File: config.mk
export PLATFORM = sky130hd
export DESIGN_NAME = otus_hist_scan
export DESIGN_NICKNAME = d
export VERILOG_FILES = /design/src/rtl/otus_pkg.sv /design/src/rtl/otus_bin_acc.sv /design/src/rtl/otus_hist_scan.sv
export SDC_FILE = /design/constraint.sdc
export NUM_CORES = 1
export LEC_CHECK = 0
export CORE_AREA = 2 2 232 234
export DETAILED_ROUTE_END_ITERATION = 10
export DIE_AREA = 0 0 234 236
export DONT_BUFFER_PORTS = 1
export GPL_TIMING_DRIVEN = 0
export SLEW_MARGIN = 15
export SYNTH_ARGS = -nofsm -noshare
export SYNTH_HDL_FRONTEND = slang
export SYNTH_SLANG_ARGS = --single-unit
File: constraint.sdc
create_clock -name clock -period 6.97 [get_ports clock]
set_input_delay 1.0455 -clock clock [delete_from_list [all_inputs] [get_ports clock]]
set_output_delay 1.0455 -clock clock [all_outputs]
set_load 0.02 [all_outputs]
File: src/rtl/otus_pkg.sv
// Shared definitions for the Otsu histogram scanner and its DSP consumer.
// Holds the histogram geometry, the data-path widths, the scanner state
// enumeration and a helper that extracts the published gray-sum bits.
package otus_pkg;

  localparam int BIN_NUM   = 128;  // gray bins in the histogram RAM
  localparam int SLOT_LEN  = 8;    // clocks per threshold slot
  localparam int ADDR_W    = 7;    // bin address / gray value width
  localparam int CNT_W     = 20;   // pixel count width
  localparam int GSUM_W    = 27;   // sum of count*gray width
  localparam int OUT_W     = 23;   // published gray-sum width (bits [26:4])
  localparam int TAIL_IDLE = 7;    // idle clocks after the last dsp_vld

  typedef enum logic [1:0] {
    IDLE  = 2'd0,
    TOTAL = 2'd1,
    SWEEP = 2'd2,
    CLEAR = 2'd3
  } otus_state_e;

  // Drop the four fractional LSBs of a gray sum.
  function automatic logic [OUT_W-1:0] gsum_out(input logic [GSUM_W-1:0] g);
    return g[GSUM_W-1:GSUM_W-OUT_W];
  endfunction

endpackage

File: src/rtl/otus_bin_acc.sv
// Count / gray-sum accumulator pair.
// Ports:
//   clock, rst_n : clock and asynchronous active-low reset
//   clr          : synchronous clear of both accumulators (wins over add_en)
//   add_en       : add cnt_in to n_acc and cnt_in*gray_in to g_acc
//   cnt_in       : bin pixel count
//   gray_in      : bin gray value (its address)
//   n_acc, g_acc : running count sum and gray-weighted sum, modulo width
module otus_bin_acc
  import otus_pkg::*;
(
  input  logic              clock,
  input  logic              rst_n,
  input  logic              clr,
  input  logic              add_en,
  input  logic [CNT_W-1:0]  cnt_in,
  input  logic [ADDR_W-1:0] gray_in,
  output logic [CNT_W-1:0]  n_acc,
  output logic [GSUM_W-1:0] g_acc
);

  logic [GSUM_W-1:0] prod;

  // 20x7 product always fits in 27 bits.
  assign prod = GSUM_W'(cnt_in) * GSUM_W'(gray_in);

  always_ff @(posedge clock or negedge rst_n) begin
    if (!rst_n) begin
      n_acc <= '0;
      g_acc <= '0;
    end else if (clr) begin
      n_acc <= '0;
      g_acc <= '0;
    end else if (add_en) begin
      n_acc <= n_acc + cnt_in;
      g_acc <= g_acc + prod;
    end
  end

endmodule

File: src/rtl/otus_hist_scan.sv
// Otsu histogram scanner.
// After a start pulse it totals the histogram (TOTAL), then sweeps all 128
// thresholds publishing class-1 / class-2 counts and gray sums with one
// dsp_vld strobe per SLOT_LEN-clock slot (SWEEP), then zeroes the RAM
// (CLEAR) for the next frame.
// Ports:
//   clock, rst_n              : clock, asynchronous active-low reset
//   start                     : end-of-frame pulse, ignored unless IDLE
//   ram_rd_addr / ram_rd_data : histogram read port, 1-clock latency
//   ram_wr_en/addr/data       : histogram write port (zero writes only)
//   dsp_vld                   : strobe qualifying the four data outputs
//   N1_u20, N2_u20            : pixel counts in bins 0..t and t+1..127
//   GrayAll1, GrayAll2        : count*gray sums of the same ranges, [26:4]
//   finish_clear              : pulse with the final RAM zero-write
//   busy                      : frame in progress
module otus_hist_scan #(
  parameter int BIN_NUM  = otus_pkg::BIN_NUM,
  parameter int SLOT_LEN = otus_pkg::SLOT_LEN
) (
  input  logic                         clock,
  input  logic                         rst_n,
  input  logic                         start,
  output logic [otus_pkg::ADDR_W-1:0]  ram_rd_addr,
  input  logic [otus_pkg::CNT_W-1:0]   ram_rd_data,
  output logic                         ram_wr_en,
  output logic [otus_pkg::ADDR_W-1:0]  ram_wr_addr,
  output logic [otus_pkg::CNT_W-1:0]   ram_wr_data,
  output logic                         dsp_vld,
  output logic [otus_pkg::CNT_W-1:0]   N1_u20,
  output logic [otus_pkg::CNT_W-1:0]   N2_u20,
  output logic [otus_pkg::OUT_W-1:0]   GrayAll1,
  output logic [otus_pkg::OUT_W-1:0]   GrayAll2,
  output logic                         finish_clear,
  output logic                         busy
);
  import otus_pkg::*;

  // Slot clock roles: address at 0, data captured at 1, accumulated at 2,
  // outputs registered at 3 (visible with dsp_vld on 4).
  localparam logic [7:0] SC_CAPT     = 8'd1;
  localparam logic [7:0] SC_ADD      = 8'd2;
  localparam logic [7:0] SC_OUT      = 8'd3;
  localparam logic [7:0] SC_SLOT_END = 8'(SLOT_LEN - 1);
  // The last slot stretches so that TAIL_IDLE clocks follow its dsp_vld.
  localparam logic [7:0] SC_TAIL_END = 8'(SC_OUT + 1 + TAIL_IDLE);

  otus_state_e state_reg, state_next;

  logic [7:0]        idx_reg;      // TOTAL read address / CLEAR write address
  logic [ADDR_W-1:0] t_reg;        // current threshold
  logic [7:0]        sc_reg;       // clock within the current slot
  logic              rd_pend_reg;  // a TOTAL read was issued last clock
  logic [CNT_W-1:0]  bin_reg;      // bin t captured from the read port

  logic              acc_clr, tot_add, c1_add, last_slot;
  logic [ADDR_W-1:0] tot_gray;
  logic [CNT_W-1:0]  nt, n1;
  logic [GSUM_W-1:0] gt, g1, g2_diff;

  assign last_slot = (t_reg == ADDR_W'(BIN_NUM - 1));

  always_ff @(posedge clock or negedge rst_n) begin
    if (!rst_n) state_reg <= IDLE;
    else        state_reg <= state_next;
  end

  always_comb begin
    state_next = state_reg;
    case (state_reg)
      IDLE:    if (start) state_next = TOTAL;
      TOTAL:   if (idx_reg == 8'(BIN_NUM)) state_next = SWEEP;
      SWEEP:   if (last_slot && sc_reg == SC_TAIL_END) state_next = CLEAR;
      CLEAR:   if (idx_reg == 8'(BIN_NUM - 1)) state_next = IDLE;
      default: state_next = IDLE;
    endcase
  end

  always_ff @(posedge clock or negedge rst_n) begin
    if (!rst_n) begin
      idx_reg     <= '0;
      t_reg       <= '0;
      sc_reg      <= '0;
      rd_pend_reg <= 1'b0;
      bin_reg     <= '0;
    end else begin
      rd_pend_reg <= (state_reg == TOTAL) && (idx_reg < 8'(BIN_NUM));
      case (state_reg)
        IDLE: begin
          idx_reg <= '0;
          t_reg   <= '0;
          sc_reg  <= '0;
        end
        TOTAL: begin
          // One extra clock past the last address lets bin 127 land.
          if (state_next == SWEEP) idx_reg <= '0;
          else                     idx_reg <= idx_reg + 8'd1;
        end
        SWEEP: begin
          if (sc_reg == SC_CAPT) bin_reg <= ram_rd_data;
          if (!last_slot && sc_reg == SC_SLOT_END) begin
            sc_reg <= '0;
            t_reg  <= t_reg + 7'd1;
          end else begin
            sc_reg <= sc_reg + 8'd1;
          end
        end
        CLEAR: idx_reg <= idx_reg + 8'd1;
        default: idx_reg <= '0;
      endcase
    end
  end

  assign acc_clr  = (state_reg == IDLE) && start;
  assign tot_add  = (state_reg == TOTAL) && rd_pend_reg;
  // Data arriving now belongs to the address issued one clock ago.
  assign tot_gray = idx_reg[ADDR_W-1:0] - 7'd1;
  assign c1_add   = (state_reg == SWEEP) && (sc_reg == SC_ADD);

  otus_bin_acc u_total (
    .clock   (clock),
    .rst_n   (rst_n),
    .clr     (acc_clr),
    .add_en  (tot_add),
    .cnt_in  (ram_rd_data),
    .gray_in (tot_gray),
    .n_acc   (nt),
    .g_acc   (gt)
  );

  otus_bin_acc u_class1 (
    .clock   (clock),
    .rst_n   (rst_n),
    .clr     (acc_clr),
    .add_en  (c1_add),
    .cnt_in  (bin_reg),
    .gray_in (t_reg),
    .n_acc   (n1),
    .g_acc   (g1)
  );

  assign g2_diff = gt - g1;

  always_ff @(posedge clock or negedge rst_n) begin
    if (!rst_n) begin
      dsp_vld  <= 1'b0;
      N1_u20   <= '0;
      N2_u20   <= '0;
      GrayAll1 <= '0;
      GrayAll2 <= '0;
    end else begin
      dsp_vld <= 1'b0;
      if (state_reg == SWEEP && sc_reg == SC_OUT) begin
        dsp_vld  <= 1'b1;
        N1_u20   <= n1;
        N2_u20   <= nt - n1;
        GrayAll1 <= gsum_out(g1);
        GrayAll2 <= gsum_out(g2_diff);
      end
    end
  end

  always_comb begin
    ram_rd_addr = '0;
    case (state_reg)
      TOTAL:   ram_rd_addr = idx_reg[ADDR_W-1:0];
      SWEEP:   ram_rd_addr = t_reg;
      default: ram_rd_addr = '0;
    endcase
  end

  assign ram_wr_en    = (state_reg == CLEAR);
  assign ram_wr_addr  = idx_reg[ADDR_W-1:0];
  assign ram_wr_data  = '0;
  assign finish_clear = (state_reg == CLEAR) && (idx_reg == 8'(BIN_NUM - 1));
  assign busy         = (state_reg != IDLE);

endmodule

==> impl_metrics.yaml, run 1 <==
logic_synthesis:
  yosysSeqAreaShare: 0.241
  yosysWarningCount: 0
  syn_avg_cell_area_um2: 8.83
  synth-main-ff-cell: "dfrtp_1"
  ys_types: 86
  syn_area_mm2: 0.0235
  synth_cells: 2665
  async_flop_share: 1.00
  ys_seq_elements: 227
  synth_edf_count: 0
timing:
  grt_setup_unrepaired: "false"
  setup_viol: 0
  final.setup_skew_ns: 0.0187
  finalHoldViolations: 0
  period_share: 0.918
  max_slew.worst_pin.slew_ns: 1.18
  drv_slew: 0
  clock.fmax_mhz: 156
  period_needed_ns: 6.40
  slew_headroom: 0.216
  fin_tns_setup_ns: 0
cts:
  path_clk_slew_ns: 0.06
  clkLatencyLatePin_ns: 0.57
  cts_tree: "built"
  post-cts-setup-buffer-count: 0
  clock-sinks: 227
  cts_buffer_depth: 3
  h-tree-depth: 1
  cts-root-buf: "clkbuf_16"
  cts_buffers: 27
grt:
  grt-ovfl-total: 0
  met1_usage: 0.387
  gr-usage-met3: 0.0718
  grtUsageTotal: 0.281
  grt_antenna_before_repair: 3
  grt_pass1_vias: 19600
  grt-busiest-layer: "met2"
  met2_usage: 0.427
  grt_max_degree: 228
  grt_pass1_wl_mm: 117
placement:
  portBuffers: 0
  gp_congestion: 0.925
  dpl.hpwl_mm: 60.6
worst_setup_path:
  arrival_ns: 6.82
  cp_slowest_cell: "o31ai_1"
  required_ns: 7.39
  r2r_cells: 21
  path_cells: "inv_1 > ha_1 > xor2_1 > clkbuf_1 > nand2_1 > fa_1 > inv_1 > fa_1 > inv_1 > fa_1 > inv_1 > fa_1 > ha_1 > o21ai_0 > nor2_1 > o31ai_1 > a41oi_1 > a21oi_1 > o21ai_0 > xnor2_1 > a21oi_1"
  worstSetupStartpointType: "flop"
  max_stage_delay_ns: 0.63
  reg2reg_setup_slack_ns: 0.57
  cp-end-kind: "flop"
  critPathMaxFanout: 10
  r2r_end: "u_total.g_acc[25]"
  r2r_start: "idx_reg[0]"
  crit_type: "reg -> reg"
die:
  die_y_um: 236
  boundaryPins: 147
  core_mm2: 0.0531
  rows: 85
  die_w_um: 234
  dieArea_mm2: 0.0552
  start_util: 0.443
drt:
  drcViolationCount: 0
  wl_mm: 76.0
  drt_iter0_drc: 1684
  ant_nets: 0
  firstDrtPassIters: 6
  vias_per_cell: 5.68
  vias: 19500
  wl_per_cell_um: 22.1
run_status:
  status: "completed"
layout:
  layout_common_cells: "nand2_1 (348), inv_1 (297), fa_1 (231), dfrtp_1 (227), o21ai_0 (187)"
  multi_input_area_mm2: 0.0161
  finalNetCount: 3153
  drive_gt1_frac: 0.0505
  seqCellArea_mm2: 0.00568
  area_growth_pct: 7.83
  n_fill_cell: 5104
  top_regs: "u_class1.g_acc (27), u_total.g_acc (27)"
  layout_commonest_cell: "nand2_1"
worst_hold_path:
  hold_class: "in -> async"
job:
  cap_violations: 0
[critical path: cells and delay by family (launching register included)]
kind	cells	cell delay [ns]
fa+ha+maj	6	2.21
buf+inv	5	1.03
simple gates	2	0.25
xor+xnor	2	0.52
compound gates	6	1.78
flops	1	0.44
[through the flow]
step           area (µm²)  instances  setup WS [ns]  hold WS (ns)  utilization
3_5_place_dp        24500       3380          0.439         0.467        0.461
5_1_grt             25400       3427         0.0754         0.178        0.478
3_3_place_gp        24500       3380          0.551         0.463        0.461
2_1_floorplan       23600       2684           1.66         0.437            -
4_1_cts             25400       3427          0.411         0.177        0.478
6_report            25400       3433          0.575         0.189        0.478
[Yosys cell counts, types with 42 or more instances]
master / instances / area, µm²
xnor2_1: 64 / 561
and2_1: 88 / 551
nor2_1: 114 / 428
o21ai_0: 187 / 936
a21o_1: 56 / 420
dfrtp_1: 227 / 5680
xor2_1: 42 / 368
nand2_1: 348 / 1310
fa_1: 231 / 4620
ha_1: 186 / 2330
inv_1: 297 / 1110
nand3_1: 47 / 235
clkbuf_1: 87 / 327
nand2b_1: 42 / 263
a21oi_1: 173 / 866
nor2b_1: 95 / 594
[worst max path at each step]
stage | startpoint | to | slack (ns) | cells past startpoint
after floorplan | idx_reg[2] | u_total.g_acc[26] | 1.66 | 20
after global placement | idx_reg[0] | u_total.g_acc[26] | 0.55 | 20
after detailed placement | idx_reg[0] | u_total.g_acc[26] | 0.44 | 20
after CTS | idx_reg[0] | u_total.g_acc[26] | 0.41 | 20
after global routing | idx_reg[0] | u_total.g_acc[25] | 0.08 | 21
final | idx_reg[0] | u_total.g_acc[25] | 0.57 | 21
[area by class of cell]
| cell class | count | area share |
|---|---|---|
| antenna | 6 | 0.000592 |
| buffer | 141 | 0.0273 |
| clock buffer | 37 | 0.0297 |
| clock inverter | 10 | 0.00503 |
| inverter | 298 | 0.0441 |
| multi-input combinational | 2018 | 0.635 |
| sequential | 227 | 0.224 |
| tap | 696 | 0.0343 |
[kinds of logic (layout without fill, tap and decap cells)]
logic type,Yosys count,in the layout,share of synthesized area
AND/OR/NAND/NOR,845,845,0.176
buffers and inverters,439,486,0.0769
adder cells (fa/ha/maj),417,417,0.295
multiplexers,24,24,0.0114
flip-flops,227,227,0.241
other,1,26,0.000159
AO/OA/AOI/OAI,606,606,0.159
XOR/XNOR,106,106,0.0395
[timing repair]
| item | CTS | global route |
|---|---|---|
| hold buffers | 0 | 0 |
| resized for setup | 0 | 1 |
| setup endpoints to repair | 0 | 1 |
[metal layers]
layer	vias to the layer above	share of wire
li1	8930	-
met1	9698	0.43
met2	725	0.44
met3	143	0.088
met4	4	0.042
met5	-	0.00036
Power of run 1 is left out: the tool's default activity adds up to more than one toggle a clock period on the data nets, which glitch-free logic cannot reach.
==> run 2: changes to the inputs <==
--- a/config.mk
+++ b/config.mk
@@ -5,9 +5,9 @@
 export SDC_FILE = /design/constraint.sdc
 export NUM_CORES = 1
 export LEC_CHECK = 0
-export CORE_AREA = 2 2 232 234
+export CORE_AREA = 2 2 284 286
 export DETAILED_ROUTE_END_ITERATION = 10
-export DIE_AREA = 0 0 234 236
+export DIE_AREA = 0 0 286 288
 export DONT_BUFFER_PORTS = 1
 export GPL_TIMING_DRIVEN = 0
 export SLEW_MARGIN = 15
==> impl_metrics.yaml, run 2 (synthesis results as in run 1) <==
run_status:
  status: "completed"
die:
  boundaryPins: 147
  die_w_um: 286
  dieArea_mm2: 0.0824
  core_mm2: 0.0796
  die_y_um: 288
  rows: 104
  start_util: 0.295
grt:
  grtUsageTotal: 0.189
  grt-busiest-layer: "met1"
  grt_pass1_vias: 18600
  met2_usage: 0.264
  met1_usage: 0.279
  grt-ovfl-total: 0
  grt_antenna_before_repair: 4
  gr-usage-met3: 0.0691
  grt_pass1_wl_mm: 118
  grt_max_degree: 228
timing:
  max_slew.worst_pin.slew_ns: 1.12
  drv_slew: 0
  timing.final.ws_setup_ns: 0.496
  clock.fmax_mhz: 154
  fin_tns_setup_ns: 0
  period_needed_ns: 6.47
  period_share: 0.929
  setup_viol: 0
  slew_headroom: 0.250
  grt_setup_unrepaired: "false"
  finalHoldViolations: 0
  final.setup_skew_ns: 0.0108
  hold_slack_ns: 0.176
drt:
  firstDrtPassIters: 6
  drcViolationCount: 0
  wl_mm: 76.9
  vias: 19300
  ant_nets: 0
  vias_per_cell: 5.07
  drt_iter0_drc: 1805
  wl_per_cell_um: 20.3
worst_setup_path:
  required_ns: 7.44
  crit_type: "reg -> reg"
  cp-end-kind: "flop"
  arrival_ns: 6.95
  worstSetupStartpointType: "flop"
  critPathMaxFanout: 10
cts:
  h-tree-depth: 1
  clock-sinks: 227
  cts_tree: "built"
  cts_buffer_depth: 3
  cts_buffers: 27
  cts-root-buf: "clkbuf_16"
  clkLatencyLatePin_ns: 0.57
  path_clk_slew_ns: 0.06
worst_hold_path:
  hold_class: "in -> async"
layout:
  finalNetCount: 3153
  layout_commonest_cell: "nand2_1"
  area_growth_pct: 10.1
  n_fill_cell: 8386
  top_regs: "u_class1.g_acc (27), u_total.g_acc (27)"
  final_core_util: 0.325
  layout_common_cells: "nand2_1 (348), inv_1 (297), fa_1 (231), dfrtp_1 (227), o21ai_0 (187)"
  drive_gt1_frac: 0.0534
placement:
  gp_congestion: 0.924
  portBuffers: 0
  pre_cts_ws_ns: 0.330
  dpl.hpwl_mm: 61.7
job:
  cap_violations: 0
==> run 2: cell count changes in the layout (fill, tap and decap cells not counted) <==
cell,delta
inv_6,+1
o31ai_2,+1
diode_2,-2
inv_8,+1
bufinv_16,+2
clkbuf_1,-4
clkinv_4,+2
clkbuf_8,-2
clkinvlp_4,+3
o31ai_1,-1
==> run 2: worst paths after layout <==
kind,from,endpoint,slack (ns),cells past startpoint
max,idx_reg[0],u_total.g_acc[26],0.50,20
min,rst_n,u_class1.g_acc[24],0.18,0
max reg2reg,idx_reg[0],u_total.g_acc[26],0.50,20
min reg2reg,sc_reg[7],sc_reg[7],0.48,1
max in group asynchronous,rst_n,GrayAll2[6],6.32,0
min in group clock,sc_reg[7],sc_reg[7],0.48,1
==> run 2: worst max-delay path, cell delays in order (launching register included) <==
cell and delay [ns]:
dfrtp_1 0.44, inv_1 0.27, ha_1 0.26, xor2_1 0.41
clkbuf_1 0.50, nand2_1 0.15, fa_1 0.52, inv_1 0.06
fa_1 0.56, fa_1 0.43, fa_1 0.44, ha_1 0.28
clkbuf_1 0.29, a21oi_1 0.18, o211ai_1 0.20, a211oi_1 0.12
nor3_2 0.52, a21oi_2 0.11, xnor2_1 0.17, or3_1 0.31
a21oi_1 0.16
==> run 2: through the flow <==
stage	area, µm²	instances
global route	25900	3794
CTS	25900	3794
floorplan	23600	2684
finish	25900	3798
global placement	24900	3744
detailed placement	24900	3744
==> run 2: cell type report <==
class	count	area, µm²	share of cell area
Inverter	298	1120	0.0432
Sequential cell	227	5680	0.219
Antenna cell	4	10.0	0.000386
Multi-Input combinational cell	2018	16100	0.622
Tap cell	1060	1330	0.0512
Clock inverter	19	248	0.00956
Clock buffer	31	711	0.0274
Buffer	141	692	0.0267
==> run 2: routing by layer <==
| layer | part of all wire | wire [µm] |
|---|---|---|
| met5 | 0 | 0 |
| met4 | 0.016 | 1260 |
| met3 | 0.12 | 8930 |
| met2 | 0.40 | 30600 |
| met1 | 0.47 | 36100 |
==> run 2: repair_timing <==
action	4_1_cts	5_1_grt
hold buffers	0	0
gates resized for setup	0	2
setup endpoints to repair	0	7
setup buffers	0	0
Power of run 2 is left out for the same reason.
==> run 3: changes to the inputs <==
--- a/config.mk
+++ b/config.mk
@@ -5,9 +5,9 @@
 export SDC_FILE = /design/constraint.sdc
 export NUM_CORES = 1
 export LEC_CHECK = 0
-export CORE_AREA = 2 2 284 286
+export CORE_AREA = 2 2 365 222
 export DETAILED_ROUTE_END_ITERATION = 10
-export DIE_AREA = 0 0 286 288
+export DIE_AREA = 0 0 367 224
 export DONT_BUFFER_PORTS = 1
 export GPL_TIMING_DRIVEN = 0
 export SLEW_MARGIN = 15
==> impl_metrics.yaml, run 3 (synthesis results as in run 1) <==
worst_hold_path:
  hold_class: "in -> async"
cts:
  path_clk_slew_ns: 0.07
  cts_buffer_depth: 3
  clock-sinks: 227
  holdBufCountCts: 0
  h-tree-depth: 1
  cts_tree: "built"
  cts-root-buf: "clkbuf_16"
  clkLatencyLatePin_ns: 0.57
  cts_buffers: 22
worst_setup_path:
  cp_slowest_cell: "clkbuf_1"
  cp.depth: 21
  crit_path_end: "u_total.g_acc[25]"
  crit_family: "adder cells"
  path_cells: "inv_1 > ha_1 > xor2_1 > clkbuf_1 > nand2_1 > fa_1 > inv_1 > fa_1 > inv_1 > fa_1 > inv_1 > fa_1 > ha_1 > o21ai_0 > nor2_1 > o31ai_2 > a41oi_1 > a21oi_1 > o21ai_0 > xnor2_1 > a21oi_1"
  crit_type: "reg -> reg"
  r2r_start: "idx_reg[0]"
  max_stage_delay_ns: 0.62
  cp-end-kind: "flop"
  r2r_end: "u_total.g_acc[25]"
  critPathMaxFanout: 10
  reg2reg_setup_slack_ns: 0.20
  arrival_ns: 7.18
  cp-startpoint: "idx_reg[0]"
  cp_num_buf_inv: 5
  worstSetupStartpointType: "flop"
  required_ns: 7.38
  r2r_cells: 21
timing:
  slew_headroom: 0.198
  clock.fmax_mhz: 148
  grt_setup_unrepaired: "true"
  max_slew.worst_pin.slew_ns: 1.19
  final.setup_skew_ns: 0.0163
  finalHoldViolations: 0
  drv_slew: 0
  setup_viol: 0
  period_share: 0.971
  hold_slack_ns: 0.176
  timing.final.ws_setup_ns: 0.202
  period_needed_ns: 6.77
layout:
  layout_commonest_cell: "nand2_1"
  drive_gt1_frac: 0.0518
  final_core_util: 0.326
  n_fill_cell: 8377
  top_regs: "u_class1.g_acc (27), u_total.g_acc (27)"
  layout_common_cells: "nand2_1 (348), inv_1 (297), fa_1 (231), dfrtp_1 (227), o21ai_0 (187)"
  final_cells: 3793
  area_growth_pct: 9.24
  finalNetCount: 3148
die:
  start_util: 0.298
  die_y_um: 224
  core_mm2: 0.0789
  rows: 80
  dieArea_mm2: 0.0822
  boundaryPins: 147
  die_w_um: 367
placement:
  pre_cts_ws_ns: 0.187
  gp_congestion: 0.980
  portBuffers: 0
  dpl.hpwl_mm: 67.3
  dp.cells: 3750
job:
  cap_violations: 0
drt:
  ant_nets: 0
  drt_iter0_drc: 2030
  drcViolationCount: 0
  wl_per_cell_um: 21.7
  vias_per_cell: 5.12
  firstDrtPassIters: 8
  wl_mm: 82.1
  vias: 19400
grt:
  grtUsageTotal: 0.200
  grt_max_degree: 228
  grt_pass1_wl_mm: 123
  grt-ovfl-total: 0
  grt_pass1_vias: 18400
  grt_antenna_before_repair: 3
run_status:
  status: "completed"
[run 3: cell count changes in the layout (fill, tap and decap cells not counted), sizes merged]
| cell | before | now |
|---|---|---|
| diode | 4 | 3 |
| inv | 299 | 297 |
| bufinv | 5 | 1 |
| clkinv | 9 | 8 |
| clkbuf | 118 | 116 |
| buf | 54 | 53 |
[run 3: through the flow]
stage	TNS, ns	instance area (µm²)
after floorplan	0	23600
after global placement	0	24900
after detailed placement	0	24900
after CTS	0	25700
after global routing	-0.0424	25700
final	0	25700
[run 3: timing repair]
action	4_1_cts	5_1_grt
setup endpoints to repair	0	7
setup buffers	0	0
gates resized for setup	0	4
[run 3: area by class of cell]
cell class,instances,area (µm²),share of cell area
diodes,3,7.51,0.000292
clock buffers,28,644,0.0251
flip-flops and latches,227,5680,0.221
multi-input cells,2018,16100,0.627
plain buffers,141,694,0.0270
clock inverters,12,98.8,0.00385
well taps,1066,1330,0.0519
inverters,298,1120,0.0435
[run 3: worst min-delay path by stage]
stage              start        end  slack (ns)  depth (start not counted)
2_1_floorplan  sc_reg[7]  sc_reg[7]        0.44                          1
3_3_place_gp   sc_reg[7]  sc_reg[7]        0.47                          1
3_5_place_dp   sc_reg[7]  sc_reg[7]        0.47                          1
4_1_cts            rst_n  sc_reg[5]        0.16                          0
5_1_grt            rst_n  sc_reg[5]        0.16                          0
6_report           rst_n  sc_reg[5]        0.18                          0
[run 3: routing by layer]
| metal | wire length, µm | global-route usage | vias to the layer above | share of wire |
|---|---|---|---|---|
| li1 | - | - | 8922 | - |
| met1 | 39800 | 0.312 | 9537 | 0.48 |
| met2 | 28200 | 0.240 | 918 | 0.34 |
| met3 | 13300 | 0.107 | 52 | 0.16 |
| met4 | 724 | 0.0161 | 2 | 0.0088 |
| met5 | 115 | 0.00991 | - | 0.0014 |
[run 3: worst register-to-register path, stage by stage (launching register included)]
cell	delay, ns
dfrtp_1	0.46
inv_1	0.26
ha_1	0.26
xor2_1	0.47
clkbuf_1	0.62
nand2_1	0.18
fa_1	0.43
inv_1	0.08
fa_1	0.40
inv_1	0.09
fa_1	0.38
inv_1	0.08
fa_1	0.41
ha_1	0.34
o21ai_0	0.09
nor2_1	0.10
o31ai_2	0.54
a41oi_1	0.36
a21oi_1	0.56
o21ai_0	0.27
xnor2_1	0.18
a21oi_1	0.08
Power of run 3 is left out for the same reason.
